[config.mk]
export PLATFORM = sky130hd
export DESIGN_NAME = mem_access_ctrl_flat
export DESIGN_NICKNAME = d
export VERILOG_FILES = /design/src/rtl/mem_access_ctrl_if.sv /design/src/rtl/mem_access_ctrl.sv /design/src/flat_wrapper.sv
export SDC_FILE = /design/constraint.sdc
export NUM_CORES = 1
export LEC_CHECK = 0
export CELL_PAD_IN_SITES_DETAIL_PLACEMENT = 1
export CELL_PAD_IN_SITES_GLOBAL_PLACEMENT = 1
export CORE_ASPECT_RATIO = 0.7
export CORE_MARGIN = 3
export CORE_UTILIZATION = 35
export CTS_CLUSTER_SIZE = 20
export DETAILED_ROUTE_END_ITERATION = 8
export PLACE_DENSITY = 0.82
export SYNTH_ARGS = -nofsm -noshare
export SYNTH_HDL_FRONTEND = slang
export SYNTH_SLANG_ARGS = --single-unit
[constraint.sdc]
create_clock -name clk -period 3.7 [get_ports clk]
set_input_delay 0.74 -clock clk [delete_from_list [all_inputs] [get_ports clk]]
set_output_delay 0.74 -clock clk [all_outputs]
set_load 0.005 [all_outputs]
[src/rtl/mem_access_ctrl_if.sv]
// Request/response handshake and data-memory bus between the execute stage,
// mem_access_ctrl and the 16-bit data memory.
interface mem_access_ctrl_if #(
  parameter int DATA_W = 16,
  parameter int ADDR_W = 16
);
  logic              req_valid;
  logic              req_ready;
  logic              req_write;
  logic              req_byte;
  logic [ADDR_W-1:0] req_addr;
  logic [DATA_W-1:0] req_wdata;
  logic              resp_valid;
  logic              resp_ready;
  logic [DATA_W-1:0] resp_rdata;
  logic              resp_err;
  logic              MemRead;
  logic              MemWrite;
  logic [ADDR_W-1:0] readAddress;
  logic [ADDR_W-1:0] writeAddress;
  logic [DATA_W-1:0] writeData;
  logic [DATA_W-1:0] readData;

  // Controller side: accepts requests, drives the memory strobes.
  modport slave (
    input  req_valid, req_write, req_byte, req_addr, req_wdata, resp_ready, readData,
    output req_ready, resp_valid, resp_rdata, resp_err,
           MemRead, MemWrite, readAddress, writeAddress, writeData
  );

  // Datapath/memory side.
  modport master (
    output req_valid, req_write, req_byte, req_addr, req_wdata, resp_ready, readData,
    input  req_ready, resp_valid, resp_rdata, resp_err,
           MemRead, MemWrite, readAddress, writeAddress, writeData
  );
endinterface

[src/rtl/mem_access_ctrl.sv]
// Load/store initiator for the 16-bit data memory: one request at a time, strobe
// sequencing, response with error flag. BYTE_ACCESS_EN adds byte loads and RMW byte stores.
module mem_access_ctrl #(
  parameter int DATA_W    = 16,
  parameter int ADDR_W    = 16,
  parameter int MEM_WORDS = 100
) (
  input  logic              clk,
  input  logic              reset,
  mem_access_ctrl_if.slave  bus
);

`ifdef BYTE_ACCESS_EN
  typedef enum logic [2:0] {
    IDLE   = 3'd0,
    RD     = 3'd1,
    WR     = 3'd2,
    RESP   = 3'd3,
    RMW_RD = 3'd4,
    RMW_WR = 3'd5
  } state_t;
`else
  typedef enum logic [2:0] {
    IDLE   = 3'd0,
    RD     = 3'd1,
    WR     = 3'd2,
    RESP   = 3'd3
  } state_t;
`endif

  state_t            state;
  logic              reqReady;
  logic              respValid;
  logic [DATA_W-1:0] respRdata;
  logic              respErr;
  logic              memRead;
  logic              memWrite;
  logic [ADDR_W-1:0] rdAddr;
  logic [ADDR_W-1:0] wrAddr;
  logic [DATA_W-1:0] wrData;

  logic              isByte;
  logic              reqErr;
  logic [ADDR_W-1:0] alignedAddr;

`ifdef BYTE_ACCESS_EN
  logic              latByte;
  logic              latOdd;
  logic [7:0]        latWbyte;

  // Odd byte address selects the upper lane of the word.
  function automatic logic [DATA_W-1:0] pickByte(input logic [DATA_W-1:0] word, input logic odd);
    pickByte = odd ? {8'h00, word[15:8]} : {8'h00, word[7:0]};
  endfunction

  function automatic logic [DATA_W-1:0] mergeByte(input logic [DATA_W-1:0] word,
                                                   input logic [7:0] b, input logic odd);
    mergeByte = odd ? {b, word[7:0]} : {word[15:8], b};
  endfunction
`endif

  // Accept-time decode: byte qualifier, alignment/range error, word-aligned address.
  always_comb begin
`ifdef BYTE_ACCESS_EN
    isByte = bus.req_byte;
`else
    isByte = 1'b0;
`endif
    reqErr      = (bus.req_addr[0] & ~isByte) |
                  ((bus.req_addr >> 1) >= ADDR_W'(MEM_WORDS));
    alignedAddr = {bus.req_addr[ADDR_W-1:1], 1'b0};
  end

  // Controller FSM; every bus output is a register updated here.
  always_ff @(posedge clk or posedge reset) begin
    if (reset) begin
      state     <= IDLE;
      reqReady  <= 1'b1;
      respValid <= 1'b0;
      respRdata <= {DATA_W{1'b0}};
      respErr   <= 1'b0;
      memRead   <= 1'b0;
      memWrite  <= 1'b0;
      rdAddr    <= {ADDR_W{1'b0}};
      wrAddr    <= {ADDR_W{1'b0}};
      wrData    <= {DATA_W{1'b0}};
`ifdef BYTE_ACCESS_EN
      latByte   <= 1'b0;
      latOdd    <= 1'b0;
      latWbyte  <= 8'h00;
`endif
    end else begin
      case (state)
        IDLE: begin
          reqReady <= 1'b1;
          if (bus.req_valid) begin
            reqReady <= 1'b0;
`ifdef BYTE_ACCESS_EN
            latByte  <= isByte;
            latOdd   <= bus.req_addr[0];
            latWbyte <= bus.req_wdata[7:0];
`endif
            if (reqErr) begin
              // Rejected requests never touch the memory.
              state     <= RESP;
              respValid <= 1'b1;
              respErr   <= 1'b1;
              respRdata <= {DATA_W{1'b0}};
            end else if (bus.req_write) begin
`ifdef BYTE_ACCESS_EN
              if (isByte) begin
                state   <= RMW_RD;
                memRead <= 1'b1;
                rdAddr  <= alignedAddr;
              end else begin
                state    <= WR;
                memWrite <= 1'b1;
                wrAddr   <= bus.req_addr;
                wrData   <= bus.req_wdata;
              end
`else
              state    <= WR;
              memWrite <= 1'b1;
              wrAddr   <= bus.req_addr;
              wrData   <= bus.req_wdata;
`endif
            end else begin
              state   <= RD;
              memRead <= 1'b1;
              rdAddr  <= alignedAddr;
            end
          end
        end
        RD: begin
          memRead   <= 1'b0;
          respValid <= 1'b1;
          respErr   <= 1'b0;
`ifdef BYTE_ACCESS_EN
          respRdata <= latByte ? pickByte(bus.readData, latOdd) : bus.readData;
`else
          respRdata <= bus.readData;
`endif
          state     <= RESP;
        end
        WR: begin
          memWrite  <= 1'b0;
          respValid <= 1'b1;
          respErr   <= 1'b0;
          respRdata <= {DATA_W{1'b0}};
          state     <= RESP;
        end
`ifdef BYTE_ACCESS_EN
        RMW_RD: begin
          memRead  <= 1'b0;
          memWrite <= 1'b1;
          wrAddr   <= rdAddr;
          wrData   <= mergeByte(bus.readData, latWbyte, latOdd);
          state    <= RMW_WR;
        end
        RMW_WR: begin
          memWrite  <= 1'b0;
          respValid <= 1'b1;
          respErr   <= 1'b0;
          respRdata <= {DATA_W{1'b0}};
          state     <= RESP;
        end
`endif
        RESP: begin
          if (bus.resp_ready) begin
            respValid <= 1'b0;
            respErr   <= 1'b0;
            reqReady  <= 1'b1;
            state     <= IDLE;
          end
        end
        default: begin
          state     <= IDLE;
          reqReady  <= 1'b1;
          respValid <= 1'b0;
          respErr   <= 1'b0;
          memRead   <= 1'b0;
          memWrite  <= 1'b0;
        end
      endcase
    end
  end

  assign bus.req_ready    = reqReady;
  assign bus.resp_valid   = respValid;
  assign bus.resp_rdata   = respRdata;
  assign bus.resp_err     = respErr;
  assign bus.MemRead      = memRead;
  assign bus.MemWrite     = memWrite;
  assign bus.readAddress  = rdAddr;
  assign bus.writeAddress = wrAddr;
  assign bus.writeData    = wrData;

endmodule

[src/flat_wrapper.sv]
// flat-port wrapper written by rule: the top's interface ports become plain ports
module mem_access_ctrl_flat 
#(
  parameter int DATA_W    = 16,
  parameter int ADDR_W    = 16,
  parameter int MEM_WORDS = 100
)
  (clk, reset, bus_req_valid, bus_req_write, bus_req_byte, bus_req_addr, bus_req_wdata, bus_resp_ready, bus_readData, bus_req_ready, bus_resp_valid, bus_resp_rdata, bus_resp_err, bus_MemRead, bus_MemWrite, bus_readAddress, bus_writeAddress, bus_writeData);
  mem_access_ctrl_if #(.DATA_W(DATA_W), .ADDR_W(ADDR_W)) bus_i ();
  input  logic clk;
  input  logic reset;
  input wire logic [$bits(bus_i.req_valid)-1:0] bus_req_valid;
  input wire logic [$bits(bus_i.req_write)-1:0] bus_req_write;
  input wire logic [$bits(bus_i.req_byte)-1:0] bus_req_byte;
  input wire logic [$bits(bus_i.req_addr)-1:0] bus_req_addr;
  input wire logic [$bits(bus_i.req_wdata)-1:0] bus_req_wdata;
  input wire logic [$bits(bus_i.resp_ready)-1:0] bus_resp_ready;
  input wire logic [$bits(bus_i.readData)-1:0] bus_readData;
  output wire logic [$bits(bus_i.req_ready)-1:0] bus_req_ready;
  output wire logic [$bits(bus_i.resp_valid)-1:0] bus_resp_valid;
  output wire logic [$bits(bus_i.resp_rdata)-1:0] bus_resp_rdata;
  output wire logic [$bits(bus_i.resp_err)-1:0] bus_resp_err;
  output wire logic [$bits(bus_i.MemRead)-1:0] bus_MemRead;
  output wire logic [$bits(bus_i.MemWrite)-1:0] bus_MemWrite;
  output wire logic [$bits(bus_i.readAddress)-1:0] bus_readAddress;
  output wire logic [$bits(bus_i.writeAddress)-1:0] bus_writeAddress;
  output wire logic [$bits(bus_i.writeData)-1:0] bus_writeData;
  assign bus_i.req_valid = bus_req_valid;
  assign bus_i.req_write = bus_req_write;
  assign bus_i.req_byte = bus_req_byte;
  assign bus_i.req_addr = bus_req_addr;
  assign bus_i.req_wdata = bus_req_wdata;
  assign bus_i.resp_ready = bus_resp_ready;
  assign bus_i.readData = bus_readData;
  assign bus_req_ready = bus_i.req_ready;
  assign bus_resp_valid = bus_i.resp_valid;
  assign bus_resp_rdata = bus_i.resp_rdata;
  assign bus_resp_err = bus_i.resp_err;
  assign bus_MemRead = bus_i.MemRead;
  assign bus_MemWrite = bus_i.MemWrite;
  assign bus_readAddress = bus_i.readAddress;
  assign bus_writeAddress = bus_i.writeAddress;
  assign bus_writeData = bus_i.writeData;
  mem_access_ctrl #(.DATA_W(DATA_W), .ADDR_W(ADDR_W), .MEM_WORDS(MEM_WORDS)) u_core (.clk(clk), .reset(reset), .bus(bus_i));
endmodule
# --- After elaboration in Yosys (flattened, before gate mapping) ---
# Cells that the tools add are included.
op_classes:
  n_reduce_logical: 13
  eq_ne: 9
  n_mux: 24
  n_bitwise: 6
  n_lt_le_gt_ge: 1
op_table:
  columns: ["cell", "n"]
  rows:
  - ["case mux 16 bit (3 select lines)", 1]
  - ["2-to-1 mux 16 bit", 2]
  - ["AND reduction 4 bit", 4]
  - [">= comparator 15 x 7 -> 1 bit (second input constant)", 1]
  - ["2-to-1 mux 1 bit", 11]
  - ["!= test 2 bit (second input constant)", 5]
  - ["2-to-1 mux 3 bit", 3]
  - ["case mux 3 bit (3 select lines)", 1]
  - ["equality test 3 x 2 -> 1 bit (second input constant)", 2]
  - ["case mux 1 bit (2 select lines)", 3]
  - ["case mux 1 bit (3 select lines)", 2]
  - ["AND reduction 3 bit", 2]
  - ["OR reduction 2 bit", 3]
  - ["inverter 1 bit", 5]
  - ["AND reduction 2 bit", 2]
  - ["equality test 3 x 1 -> 1 bit (second input constant)", 1]
  - ["zero test 3 bit", 1]
  - ["nonzero test 3 bit", 1]
  - ["2-to-1 mux 2 bit", 1]
  - ["!= test 2 x 1 -> 1 bit (second input constant)", 1]
  - ["bitwise OR 1 bit", 1]
totals:
  ff_bits: 71
  out_inout_bits: 69

# --- Longest topological paths before layout ---
# Gate-level depths: netlist of run 1.
depth:
  ltp_word: 5
  depth_mapped: 9

# --- Worst setup path before layout of run 1 ---
# OpenSTA, ideal clock, no wires.
synth_path:
  kind: "input port to flip-flop"
  startpoint: "input bus_req_addr[4]"
  endpoint: "register u_core.rdAddr[1] (netlist: u_core.bus.readAddress[1])"
  setup_ns: 0.125
  setup_slack_ns: 1.573
  t_arrival_ns: 2.002
  required_time_ns: 3.575
  path_buffers: 2
  path_stages: 6
  path_cell_list: "o311a_1 -> nor2b_4 -> and3_1 -> buf_6 -> buf_8 -> mux2_4"
synth_via:
  elab_chain_len: 4
synth_lines:
  columns: ["item", "line", "rtl"]
  rows:
  - ["from (decl)", "flat_wrapper.sv:15", "input wire logic [$bits(bus_i.req_addr)-1:0] bus_req_addr;"]
  - [">= comparator 15 x 7 -> 1 bit", "mem_access_ctrl.sv:70", "((bus.req_addr >> 1) >= ADDR_W'(MEM_WORDS));"]
  - ["bitwise OR 1 bit", "mem_access_ctrl.sv:69", "reqErr = (bus.req_addr[0] & ~isByte) |"]
  - ["inverter 1 bit (no line)", null, null]
  - ["AND reduction 4 bit (no line)", null, null]
  - ["to (signal assigned)", "mem_access_ctrl.sv:84", "rdAddr <= {ADDR_W{1'b0}};"]
  - ["to (signal assigned)", "mem_access_ctrl.sv:130", "rdAddr <= alignedAddr;"]
  - ["to (decl)", "mem_access_ctrl.sv:38", "logic [ADDR_W-1:0] rdAddr;"]
# No other way between the ends.
# A chain may end at the register's enable or synchronous reset.

# --- Final worst setup path of run 1 ---
layout_path:
  startpoint: "input bus_req_addr[4]"
  endpoint: "register u_core.rdAddr[7] (netlist: u_core.bus.readAddress[7])"
# The elaborated chain is that of the path after synthesis.

==> flow_summary.ini, run 1 <==
[sta]
skew_ns = 0.00574
post-route-period-util = 0.716
tns_ns = 0
layout_setup_ws_ns = 1.05
hold_viol = 0
worst_pin_slew_ns = 0.900
setup_viol = 0
clock.fmax_ghz = 0.377
period_needed_ns = 2.65
relSlewSlack = 0.400
holdWs_ns = 0.488
slew_violations = 0
rsz0062_at_grt = false

[pwr]
intPower_mw = 1.79
power_switching_mw = 0.756
p_leak_nw = 2.11
pwr-share-seq = 0.372
p_sw_frac = 0.297
comb_power_share = 0.291
p_clk_frac = 0.337
power_density_nw_per_um2 = 567
irDropWorstVdd_v = 0.000248

[detailed_routing]
highest_layer = met4
vias = 2138
wl_met3_um = 679
post_drt_wl_per_cell_um = 17.3
ant_nets = 0
met1_length_um = 3450
route.final.wire_length_um = 7850
wl_met2_um = 3620
dr.pass1.iters = 4
drc = 0
drt_iter0_drc = 142
via_per_inst = 4.70

[worst_hold_path]
whs_path_depth = 1
hold_start = u_core.bus.writeAddress[8]$_DFFE_PP0P_
min_to = u_core.bus.writeAddress[8]$_DFFE_PP0P_
worst_hold_path_type = reg -> reg

[die]
boundaryPins = 123
die_w_um = 115
rows = 27
die_h_um = 82.6
coreArea_um2 = 8010
dieArea_um2 = 9530
start_util = 0.366

[finish]
diodes = 0
multiInputGateArea_um2 = 1020
design_area_um2 = 4490
num-nets-final = 408
fin_util = 0.560
area_delta_synth_final_pct = 52.9
drive_above_1_share = 0.150
n_fill_cell = 841
regArea_um2 = 1750

[clocking]
h-tree-depth = 3
clock_latency_ns = 0.33
cts_made_buffers = 9
path_clk_slew_ns = 0.06
cts_tree = built
ctsHoldBuffers = 0
root_buffer = clkbuf_16
post_cts_buffers = 0
clock-sinks = 70
cts-resized-gates = 0
cts_buffer_depth = 2

[critical_path]
reg2reg_slack_ns = 1.36
r2r-start = u_core.state[0]$_DFFE_PP0P_
required_ns = 3.91
worstPathCellList = clkdlybuf4s50_1 -> o311a_1 -> nor2b_4 -> and3_1 -> mux2_2
reg2reg_depth = 6
slowest_delay_ns = 0.63
endpoint_kind = flip-flop
crit_fanout = 15
start_kind = input port
r2r-end = u_core.bus.readAddress[7]$_DFFE_PP0P_
setup.worst_path.class = in -> reg
critical_path_arrival_ns = 2.86
cp_slowest_cell = and3_1

[synthesis]
yosysSeqAreaShare = 0.598
synth_top_area_share = 0.589
synthTopCellsByCount = 69 x dfrtp_1, 27 x mux2_2, 20 x inv_1
syn_avg_cell_area_um2 = 12.9
yosysWarnings = 0
synthFlopType = dfrtp_1
synthTopCellsByArea = dfrtp_1 59%, mux2_2 10%, mux2i_1 5.8%
synth_cells = 227
synth.cell_area_um2 = 2930
yosysTopAreaCell = dfrtp_1
yosysMostFrequentCell = dfrtp_1
ys_async_sr_fraction = 1.00
ys_ff_latch = 70
synth_nets = 286
synthDistinctLibCells = 34
synth_edf_count = 0

[placement]
gp_congestion = 0.804
dp_hpwl_um = 5590
io_buffers = 120
postPlaceCellArea_um2 = 4190
dp_worst_setup_slack_ns = 0.686

[global_route]
grt_usage = 0.171
grt.overflow.total = 0
grt_pass1_wl_um = 12300
grt_pass1_vias = 2301
grt_max_degree = 71
antenna_found_initial = 0

[run]
cap_violations = 0

[outcome]
status = finished clean
[stage by stage]
stage          power (mW)  instances
2_1_floorplan        1.34        227
3_3_place_gp         1.67        439
3_5_place_dp         1.70        439
4_1_cts              2.58        455
5_1_grt              2.70        455
6_report             2.54        455
[placed cells by master (no fill, tap or decap), types with 5 or more instances in the layout]
cell,count
ha_1,5
clkbuf_16,9
clkdlybuf4s50_1,120
dfrtp_1,69
mux2_2,27
and2_1,9
mux2i_1,17
nand2_1,19
inv_1,19
nor2b_1,9
nor2_1,8
[power by group through the flow]
stage / sequential [mW] / clock [mW] / combinational [mW]
final: 0.947 / 0.857 / 0.741
after global routing: 0.960 / 0.919 / 0.818
after floorplan: 0.956 / 0 / 0.386
after detailed placement: 0.958 / 0 / 0.741
after global placement: 0.947 / 0 / 0.726
after CTS: 0.947 / 0.885 / 0.750
[worst max-delay path, delay by kind of cell]
kind                   cells  cell delay (ns)
and+or+nand+nor            2             0.84
muxes                      1             0.41
buffers and inverters      1             0.44
AOI/OAI and AO/OA          1             0.42
[area by class of cell]
| cell class | count | share of cell area |
|---|---|---|
| Sequential cell | 70 | 0.391 |
| Timing Repair Buffer | 121 | 0.269 |
| Multi-Input combinational cell | 127 | 0.228 |
| Clock buffer | 9 | 0.0502 |
| Tap cell | 101 | 0.0282 |
| Inverter | 20 | 0.0167 |
| Clock inverter | 7 | 0.0162 |
[metal layers]
metal / global-route usage / vias up
li1: - / 994
met1: 0.218 / 1052
met2: 0.260 / 83
met3: 0.0655 / 9
met4: 0.0727 / 0
met5: 0 / -
[cell families (layout without fill, tap and decap cells)]
kind of cell / Yosys count / after routing / synth area share
multiplexers: 47 / 47 / 0.176
other: 1 / 1 / 0.00128
buffers and inverters: 30 / 157 / 0.0529
AO/OA/AOI/OAI: 11 / 11 / 0.0307
flip-flops: 70 / 70 / 0.598
adder cells (fa/ha/maj): 5 / 5 / 0.0213
AND/OR/NAND/NOR: 63 / 63 / 0.120
[worst max-delay path by stage]
| stage | start | endpoint | slack, ns | depth (start not counted) |
|---|---|---|---|---|
| 4_1_cts | bus_req_addr[4] | u_core.bus.readAddress[7]$_DFFE_PP0P_ | 1.03 | 5 |
| 5_1_grt | bus_req_addr[4] | u_core.bus.readAddress[5]$_DFFE_PP0P_ | 0.92 | 5 |
| 3_5_place_dp | bus_req_addr[4] | u_core.bus.readAddress[7]$_DFFE_PP0P_ | 0.69 | 5 |
| 6_report | bus_req_addr[4] | u_core.bus.readAddress[7]$_DFFE_PP0P_ | 1.05 | 5 |
| 2_1_floorplan | reset | u_core.bus.MemRead$_DFFE_PP0P_ | 1.19 | 1 |
| 3_3_place_gp | bus_req_addr[8] | u_core.bus.readAddress[3]$_DFFE_PP0P_ | 0.71 | 5 |
[flip-flops by register name, indices dropped and copies added, names as in the netlist, 2 cells and up]
| name | cells |
|---|---|
| u_core.bus.writeData | 16 |
| u_core.bus.readAddress | 15 |
| u_core.bus.writeAddress | 16 |
| u_core.state | 2 |
| u_core.bus.resp_rdata | 16 |
Power figures use the tool's default switching activity.
==> run 2, diff against run 1 <==
CORE_UTILIZATION = 29   (was 35)
PLACE_DENSITY = 0.72   (was 0.82)
clock period = 2.1 ns   (was 3.7 ns; I/O delays follow)
==> run 2 against run 1 <==
Net effect: global-route usage fell by 2.6 points; register-to-register slack got worse by 1.1 ns; die area up 19%; combinational power increased by 86%; wire length rose by 0.96%; cell count grew 9.7%; critical path depth is 1 higher; total power grew 77%; non-clock buffer count up 17; sequential cell count unchanged; sequential share of layout area shrank 1.7 points; worst setup slack got worse by 0.91 ns.
==> flow_summary.ini, run 2 (synthesized netlist as in run 1, its figures left out) <==
[global_route]
antenna_found_initial = 0
grt_pass1_wl_um = 13100
grt.overflow.total = 0
grt_usage = 0.144
grt_max_degree = 71
grt_pass1_vias = 2527

[clocking]
cts_buffer_depth = 2
clock-sinks = 70
clock_latency_ns = 0.32
path_clk_slew_ns = 0.06
cts_tree = built
cts_made_buffers = 9
h-tree-depth = 3
root_buffer = clkbuf_16
post_cts_buffers = 0
ctsHoldBuffers = 0
cts-resized-gates = 0

[critical_path]
cp_top_family = simple AND/OR/NAND/NOR gates
worstPathCellList = clkdlybuf4s50_1 -> nor4_1 -> buf_4 -> nand4b_1 -> nor4b_1 -> nor2_1
critical_path_arrival_ns = 2.15
required_ns = 2.29
cp_slowest_cell = clkdlybuf4s50_1
setup.worst_path.class = in -> reg
start_kind = input port
slowest_delay_ns = 0.41
endpoint_kind = flip-flop
crit_fanout = 5
path_buf_inv = 2

[die]
dieArea_um2 = 11400
start_util = 0.301
boundaryPins = 123
coreArea_um2 = 9760
die_h_um = 90.1
rows = 30
die_w_um = 126

[pwr]
p_total_mw = 4.51
irDropWorstVdd_v = 0.000351
p_leak_nw = 2.20
power_switching_mw = 1.30
comb_power_share = 0.306
pwr-share-seq = 0.367
p_clk_frac = 0.326
p_sw_frac = 0.289
intPower_mw = 3.21
power_density_nw_per_um2 = 961

[detailed_routing]
drc = 0
route.final.wire_length_um = 7930
via_per_inst = 4.38
ant_nets = 0
highest_layer = met4
dr.pass1.iters = 4
wl_met3_um = 550
met1_length_um = 3400
wl_met2_um = 3920
post_drt_wl_per_cell_um = 15.9
drt_iter0_drc = 62
vias = 2188

[run]
cap_violations = 0

[outcome]
status = finished clean

[sta]
worst_pin_slew_ns = 0.707
post-route-period-util = 0.932
hold_viol = 0
clock.fmax_ghz = 0.511
setup_viol = 0
period_needed_ns = 1.96
rsz0062_at_grt = false
tns_ns = 0
skew_ns = 0.00487
slew_violations = 0
relSlewSlack = 0.529

[placement]
dp_hpwl_um = 5820
io_buffers = 120
postPlaceCellArea_um2 = 4400
gp_congestion = 0.790

[finish]
multiInputGateArea_um2 = 1020
design_area_um2 = 4690
drive_above_1_share = 0.186
regArea_um2 = 1750
n_fill_cell = 1040
diodes = 0
num-nets-final = 425
most-common-layout-cells = 120 x clkdlybuf4s50_1, 69 x dfrtp_1, 27 x mux2_2
layout_commonest_cell = clkdlybuf4s50_1
area_delta_synth_final_pct = 60.1

[worst_hold_path]
worst_hold_path_type = reg -> reg
[run 2: cell types whose count changed in the layout (fill, tap and decap cells not counted)]
cell        change
inv_6           -1
inv_2           -1
clkinvlp_4      +2
clkinv_4        -1
buf_4          +13
clkbuf_1        +1
buf_12          +4
[run 2: final timing paths]
kind / from / to / slack (ns) / cells past startpoint
worst min-delay path: u_core.bus.writeAddress[8]$_DFFE_PP0P_ / u_core.bus.writeAddress[8]$_DFFE_PP0P_ / 0.49 / 1
min in group asynchronous: reset / u_core.bus.writeData[10]$_DFFE_PP0P_ / 0.55 / 3
worst max-delay path: bus_req_addr[8] / u_core.state[0]$_DFFE_PP0P_ / 0.14 / 6
worst min register to register: u_core.bus.writeAddress[8]$_DFFE_PP0P_ / u_core.bus.writeAddress[8]$_DFFE_PP0P_ / 0.49 / 1
worst max register to register: u_core.state[0]$_DFFE_PP0P_ / u_core.state[0]$_DFFE_PP0P_ / 0.24 / 8
max in group asynchronous: reset / u_core.bus.req_ready$_DFFE_PP1P_ / 1.20 / 3
[run 2: through the flow]
step | utilization | instances | setup WS (ns) | hold WS (ns)
floorplan | - | 227 | 0.263 | 0.478
global placement | 0.451 | 483 | -0.183 | 0.468
detailed placement | 0.451 | 483 | -0.234 | 0.478
CTS | 0.481 | 499 | 0.106 | 0.498
global route | 0.481 | 499 | 0.00991 | 0.510
finish | 0.481 | 499 | 0.142 | 0.493
[run 2: final cells by class]
| type | instances | area share |
|---|---|---|
| clock inverter | 6 | 0.0133 |
| inverter | 20 | 0.0168 |
| sequential | 70 | 0.373 |
| tap | 128 | 0.0341 |
| timing repair buffer | 138 | 0.295 |
| clock buffer | 10 | 0.0488 |
| multi-input combinational | 127 | 0.218 |
[run 2: worst reg2reg max path, stage by stage, from the launching register on]
cell and delay, ns:
dfrtp_1 0.41, inv_1 0.10, ha_1 0.29, buf_4 0.19, nand2b_1 0.10, buf_4 0.14
a21oi_1 0.08, nor4b_1 0.31, nor2_1 0.11
[run 2: metal layers]
layer  up-vias  GRT usage
met2        73      0.244
li1       1028          -
met1      1081      0.174
met3         6     0.0552
met5         -          0
met4         0     0.0348
[run 2: power by group through the flow]
stage | logic, mW | clock network (mW) | registers, mW
4_1_cts | 1.42 | 1.53 | 1.66
2_1_floorplan | 0.680 | 0 | 1.68
3_5_place_dp | 1.41 | 0 | 1.68
3_3_place_gp | 1.37 | 0 | 1.67
5_1_grt | 1.53 | 1.60 | 1.69
6_report | 1.38 | 1.47 | 1.66
==> run 3, diff against run 2 <==
GPL_ROUTABILITY_DRIVEN = 0   (was default)
==> results of run 3 <==
Same layout as run 2: the final DEF is identical, and so are final timing and power.
==> RTL change 1, RTL diff (flow settings as in run 2) <==
`DATA_W` is set to 16 in 3 places; all go to 18.
--- a/src/rtl/mem_access_ctrl_if.sv
+++ b/src/rtl/mem_access_ctrl_if.sv
@@ -2,5 +2,5 @@
 // mem_access_ctrl and the 16-bit data memory.
 interface mem_access_ctrl_if #(
-  parameter int DATA_W = 16,
+  parameter int DATA_W = 18,
   parameter int ADDR_W = 16
 );
--- a/src/rtl/mem_access_ctrl.sv
+++ b/src/rtl/mem_access_ctrl.sv
@@ -2,5 +2,5 @@
 // sequencing, response with error flag. BYTE_ACCESS_EN adds byte loads and RMW byte stores.
 module mem_access_ctrl #(
-  parameter int DATA_W    = 16,
+  parameter int DATA_W    = 18,
   parameter int ADDR_W    = 16,
   parameter int MEM_WORDS = 100
--- a/src/flat_wrapper.sv
+++ b/src/flat_wrapper.sv
@@ -2,5 +2,5 @@
 module mem_access_ctrl_flat 
 #(
-  parameter int DATA_W    = 16,
+  parameter int DATA_W    = 18,
   parameter int ADDR_W    = 16,
   parameter int MEM_WORDS = 100
Ports: changed (resized bus_readData, bus_req_wdata, bus_resp_rdata and bus_writeData); port bits go from 123 to 131. No check against the original RTL was run, so the function may have changed too.
==> RTL change 1 against run 2 <==
Wire length increased by 4.8%; total power grew 11%; sequential cell count grew 4; cell area rose by 5.8%; area after synthesis increased by 4.5%; sequential share of layout area about the same; worst setup slack worse by 0.0071 ns; die area increased by 4.3%; highest routed layer unchanged.
==> RTL change 1: results <==
export IMPL_status="finished, final reports clean"
export IMPL_ir_worst_vdd_mv=0.471
export IMPL_drt_iter0_markers=61
export IMPL_yosysSeqAreaShare=0.604
export IMPL_fin_skew_ns=0.00360
export IMPL_clockBufferDepth=2
export IMPL_synth_nets=301
export IMPL_fillers=1056
export IMPL_grt_max_degree=75
export IMPL_slew_headroom=0.528
export IMPL_layout_nets=445
export IMPL_critPathSlowestCell="clkdlybuf4s50_1"
export IMPL_synth_area_leaders="dfrtp_1 (60%), mux2_1 (9.2%), mux2i_1 (6.2%)"
export IMPL_p_int_w=0.00361
export IMPL_grtUsageTotal=0.146
export IMPL_critPathMaxFanout=18
export IMPL_io_buffer_count=128
export IMPL_wirelength_um=8310
export IMPL_synth_ff_type="dfrtp_1"
export IMPL_synth_common_cells="dfrtp_1 (73), mux2_1 (25), inv_1 (24), mux2i_1 (19), nand2_1 (19)"
export IMPL_layout_drive_gt1_share=0.124
export IMPL_ys_types=35
export IMPL_cp_arrival_ns=2.21
export IMPL_p_leak_nw=2.31
export IMPL_critPathMaxStageDelay_ns=0.45
export IMPL_routabilityCongestion=0.753
export IMPL_grt_pass1_wl_um=13400
export IMPL_grt_pass1_vias=2603
export IMPL_vias_per_cell=4.49
export IMPL_post_dp_hpwl_um=6070
==> RTL change 1: path summary, 6_finish.rpt <==
check / start / end / slack, ns / cells past startpoint
worst max-delay path: bus_req_addr[3] / u_core.bus.resp_rdata[16]$_DFFE_PP0P_ / 0.14 / 7
worst min-delay path: u_core.bus.writeAddress[0]$_DFFE_PP0P_ / u_core.bus.writeAddress[0]$_DFFE_PP0P_ / 0.48 / 1
worst max register to register: u_core.state[0]$_DFFE_PP0P_ / u_core.state[0]$_DFFE_PP0P_ / 0.25 / 6
worst min register to register: u_core.bus.writeAddress[0]$_DFFE_PP0P_ / u_core.bus.writeAddress[0]$_DFFE_PP0P_ / 0.48 / 1
max in group asynchronous: reset / u_core.bus.req_ready$_DFFE_PP1P_ / 1.21 / 3
min in group asynchronous: reset / u_core.bus.resp_rdata[3]$_DFFE_PP0P_ / 0.57 / 3
==> RTL change 1: final cells by class <==
class	instances	area [um2]	share of cell area
clock buffer	10	229	0.0461
clock inverter	5	104	0.0209
inverter	24	93.8	0.0189
multi-input combinational	129	1060	0.214
sequential	74	1850	0.373
tap	128	160	0.0323
timing repair buffer	144	1460	0.295
==> RTL change 1: critical path, delay by kind of cell <==
kind                   cells  cell delay [ns]
multiplexers               1             0.21
AO/OA/AOI/OAI              2             0.55
AND/OR/NAND/NOR            1             0.18
buffers and inverters      3             0.84
==> RTL change 1: through the flow <==
step                      setup WS, ns  instances  setup TNS, ns  power (W)  cell area [um2]
after floorplan                  0.206        238              0    0.00254             3070
after global placement          -0.136        499          -6.14    0.00324             4630
after detailed placement        -0.226        499          -9.48    0.00330             4630
after CTS                        0.133        514              0    0.00508             4970
after global routing            0.0626        514              0    0.00528             4970
final                            0.135        514              0    0.00499             4970
==> RTL change 1: cells by family (layout without fill, tap and decap cells) <==
group	after synthesis	count (layout)	share of synthesized area
mux	51	51	0.180
flops	74	74	0.604
simple gates	59	59	0.111
compound gates	13	13	0.0331
other cells	1	1	0.00122
fa+ha+maj	5	5	0.0204
buf+inv	35	183	0.0502
==> RTL change 1: power by group through the flow <==
stage                     clock [W]  combinational, W  sequential, W
after floorplan                   0          0.000744        0.00180
after global placement            0           0.00145        0.00179
after detailed placement          0           0.00150        0.00180
after CTS                   0.00179           0.00151        0.00178
after global routing        0.00185           0.00162        0.00181
final                       0.00173           0.00149        0.00177
==> RTL change 1: per-layer routing <==
layer | GRT usage | vias to the layer above | share of wire
li1 | - | 1068 | -
met1 | 0.176 | 1138 | 0.43
met2 | 0.213 | 93 | 0.43
met3 | 0.0949 | 10 | 0.13
met4 | 0.0472 | 0 | 0.012
met5 | 0 | - | 0
==> RTL change 2, RTL diff (flow settings as in run 2) <==
Made on the original files. Reset style: synchronous (`reset`), changed in one clocked block.
--- a/src/rtl/mem_access_ctrl.sv
+++ b/src/rtl/mem_access_ctrl.sv
@@ -73,5 +73,5 @@
 
   // Controller FSM; every bus output is a register updated here.
-  always_ff @(posedge clk or posedge reset) begin
+  always_ff @(posedge clk) begin
     if (reset) begin
       state     <= IDLE;
Check against the original RTL: differs if reset is asserted again (counterexample within 4 cycles, from zero or initial values and one cycle with reset high); with reset held inactive, the same outputs for 10 cycles.
==> RTL change 2 against run 2 <==
Area after synthesis down 1.1%; sequential share of layout area down 7.0 points; synthesized cell count up 44%; cell area down 1.7%; clock power about the same; wire length up 26%; count of clock-buffer cells in the layout up 4; sequential cell count unchanged; total power down 14%; cell count up 16%; worst setup slack worse by 0.036 ns; die area down 1.0%; non-clock buffer count up 8.
==> RTL change 2: results <==
export IMPL_worst_pin_slew_ns=0.659
export IMPL_wirelength_um=9960
export IMPL_io_buffer_count=120
export IMPL_hold_worst_slack_ns=0.433
export IMPL_hold_start="reset"
export IMPL_p_switching_w=0.00106
export IMPL_grt_max_degree=35
export IMPL_ir_worst_vdd_mv=0.463
export IMPL_grt_pass1_vias=2993
export IMPL_worstHoldPathType="primary input to flop"
export IMPL_drt_iter0_markers=191
export IMPL_p_leak_nw=1.60
export IMPL_wl_met1_um=4580
export IMPL_clock_latency_ns=0.33
export IMPL_cts_setup_buffers=0
export IMPL_numPlacedInstances=565
export IMPL_hold_depth=2
export IMPL_layout_drive_gt1_share=0.112
export IMPL_rr_endpoint="u_core.bus.resp_rdata[12]$_SDFFE_PP0P_"
export IMPL_crit_end="u_core.bus.writeData[6]$_SDFFE_PP0P_"
export IMPL_cts_htree_levels=3
export IMPL_critPathMaxStageDelay_ns=0.44
export IMPL_antenna_found_initial=0
export IMPL_synth_top_area_frac=0.483
export IMPL_synth_compound_area_frac=0.218
export IMPL_fin_skew_ns=0.00561
export IMPL_met2_usage=0.267
export IMPL_route_met3_wl_um=815
export IMPL_status="finished, final reports clean"
export IMPL_placed_area_mm2=0.00430
export IMPL_grtUsageTotal=0.175
export IMPL_n_antenna_cell=0
export IMPL_synth_common_cells="dfxtp_1 (70), a21oi_1 (53), nand3_1 (30), o31ai_1 (30)"
export IMPL_rrSetupSlack_ns=0.24
export IMPL_critPathMaxFanout=33
export IMPL_critPathLaunch="bus_req_addr[3]"
export IMPL_synthAdderAreaFrac=0.0216
export IMPL_vias=2936
export IMPL_yosysSeqAreaShare=0.483
export IMPL_post_dp_hpwl_um=6910
export IMPL_grt_met1_usage=0.220
export IMPL_routabilityCongestion=0.814
export IMPL_routedWlPerCell_um=17.1
export IMPL_whs_endpoint="u_core.bus.writeAddress[5]$_SDFFE_PP0P_"
export IMPL_met3_usage=0.0827
export IMPL_async_reset_ff_frac=0
export IMPL_synth_avg_cell_area_um2=8.87
export IMPL_cp_top_family="buffers and inverters"
export IMPL_r2r_start="u_core.state[1]$_SDFFE_PP0P_"
export IMPL_met2_length_um=4390
export IMPL_rr_worst_depth=6
export IMPL_grt_pass1_wl_um=15600
export IMPL_synth_nets=386
export IMPL_layout_nets=512
export IMPL_synth_area_leaders="dfxtp_1 (48%), a21oi_1 (9.1%), o31ai_1 (7.8%)"
export IMPL_cp_arrival_ns=2.20
export IMPL_synth_mux_area_fraction=0
[RTL change 2: cell type report]
| cell class | count | area, um2 |
|---|---|---|
| well taps | 124 | 155 |
| fillers | 1077 | 4780 |
| multi-input cells | 223 | 1350 |
| flip-flops and latches | 70 | 1400 |
| inverters | 3 | 11.3 |
| clock buffers | 14 | 254 |
| repair buffers | 146 | 1420 |
| clock inverters | 1 | 30.0 |
[RTL change 2: metrics by stage]
step	TNS [ns]	setup WS (ns)
after floorplan	0	0.352
after global placement	-5.26	-0.107
after detailed placement	-8.47	-0.221
after CTS	0	0.141
after global routing	0	0.0449
final	0	0.106
[RTL change 2: power by group through the flow]
stage	combinational (W)	clock [W]	sequential (W)
6_report	0.000929	0.00147	0.00146
3_5_place_dp	0.000915	0	0.00149
3_3_place_gp	0.000886	0	0.00149
2_1_floorplan	0.000537	0	0.00149
4_1_cts	0.000920	0.00151	0.00147
5_1_grt	0.00104	0.00157	0.00148
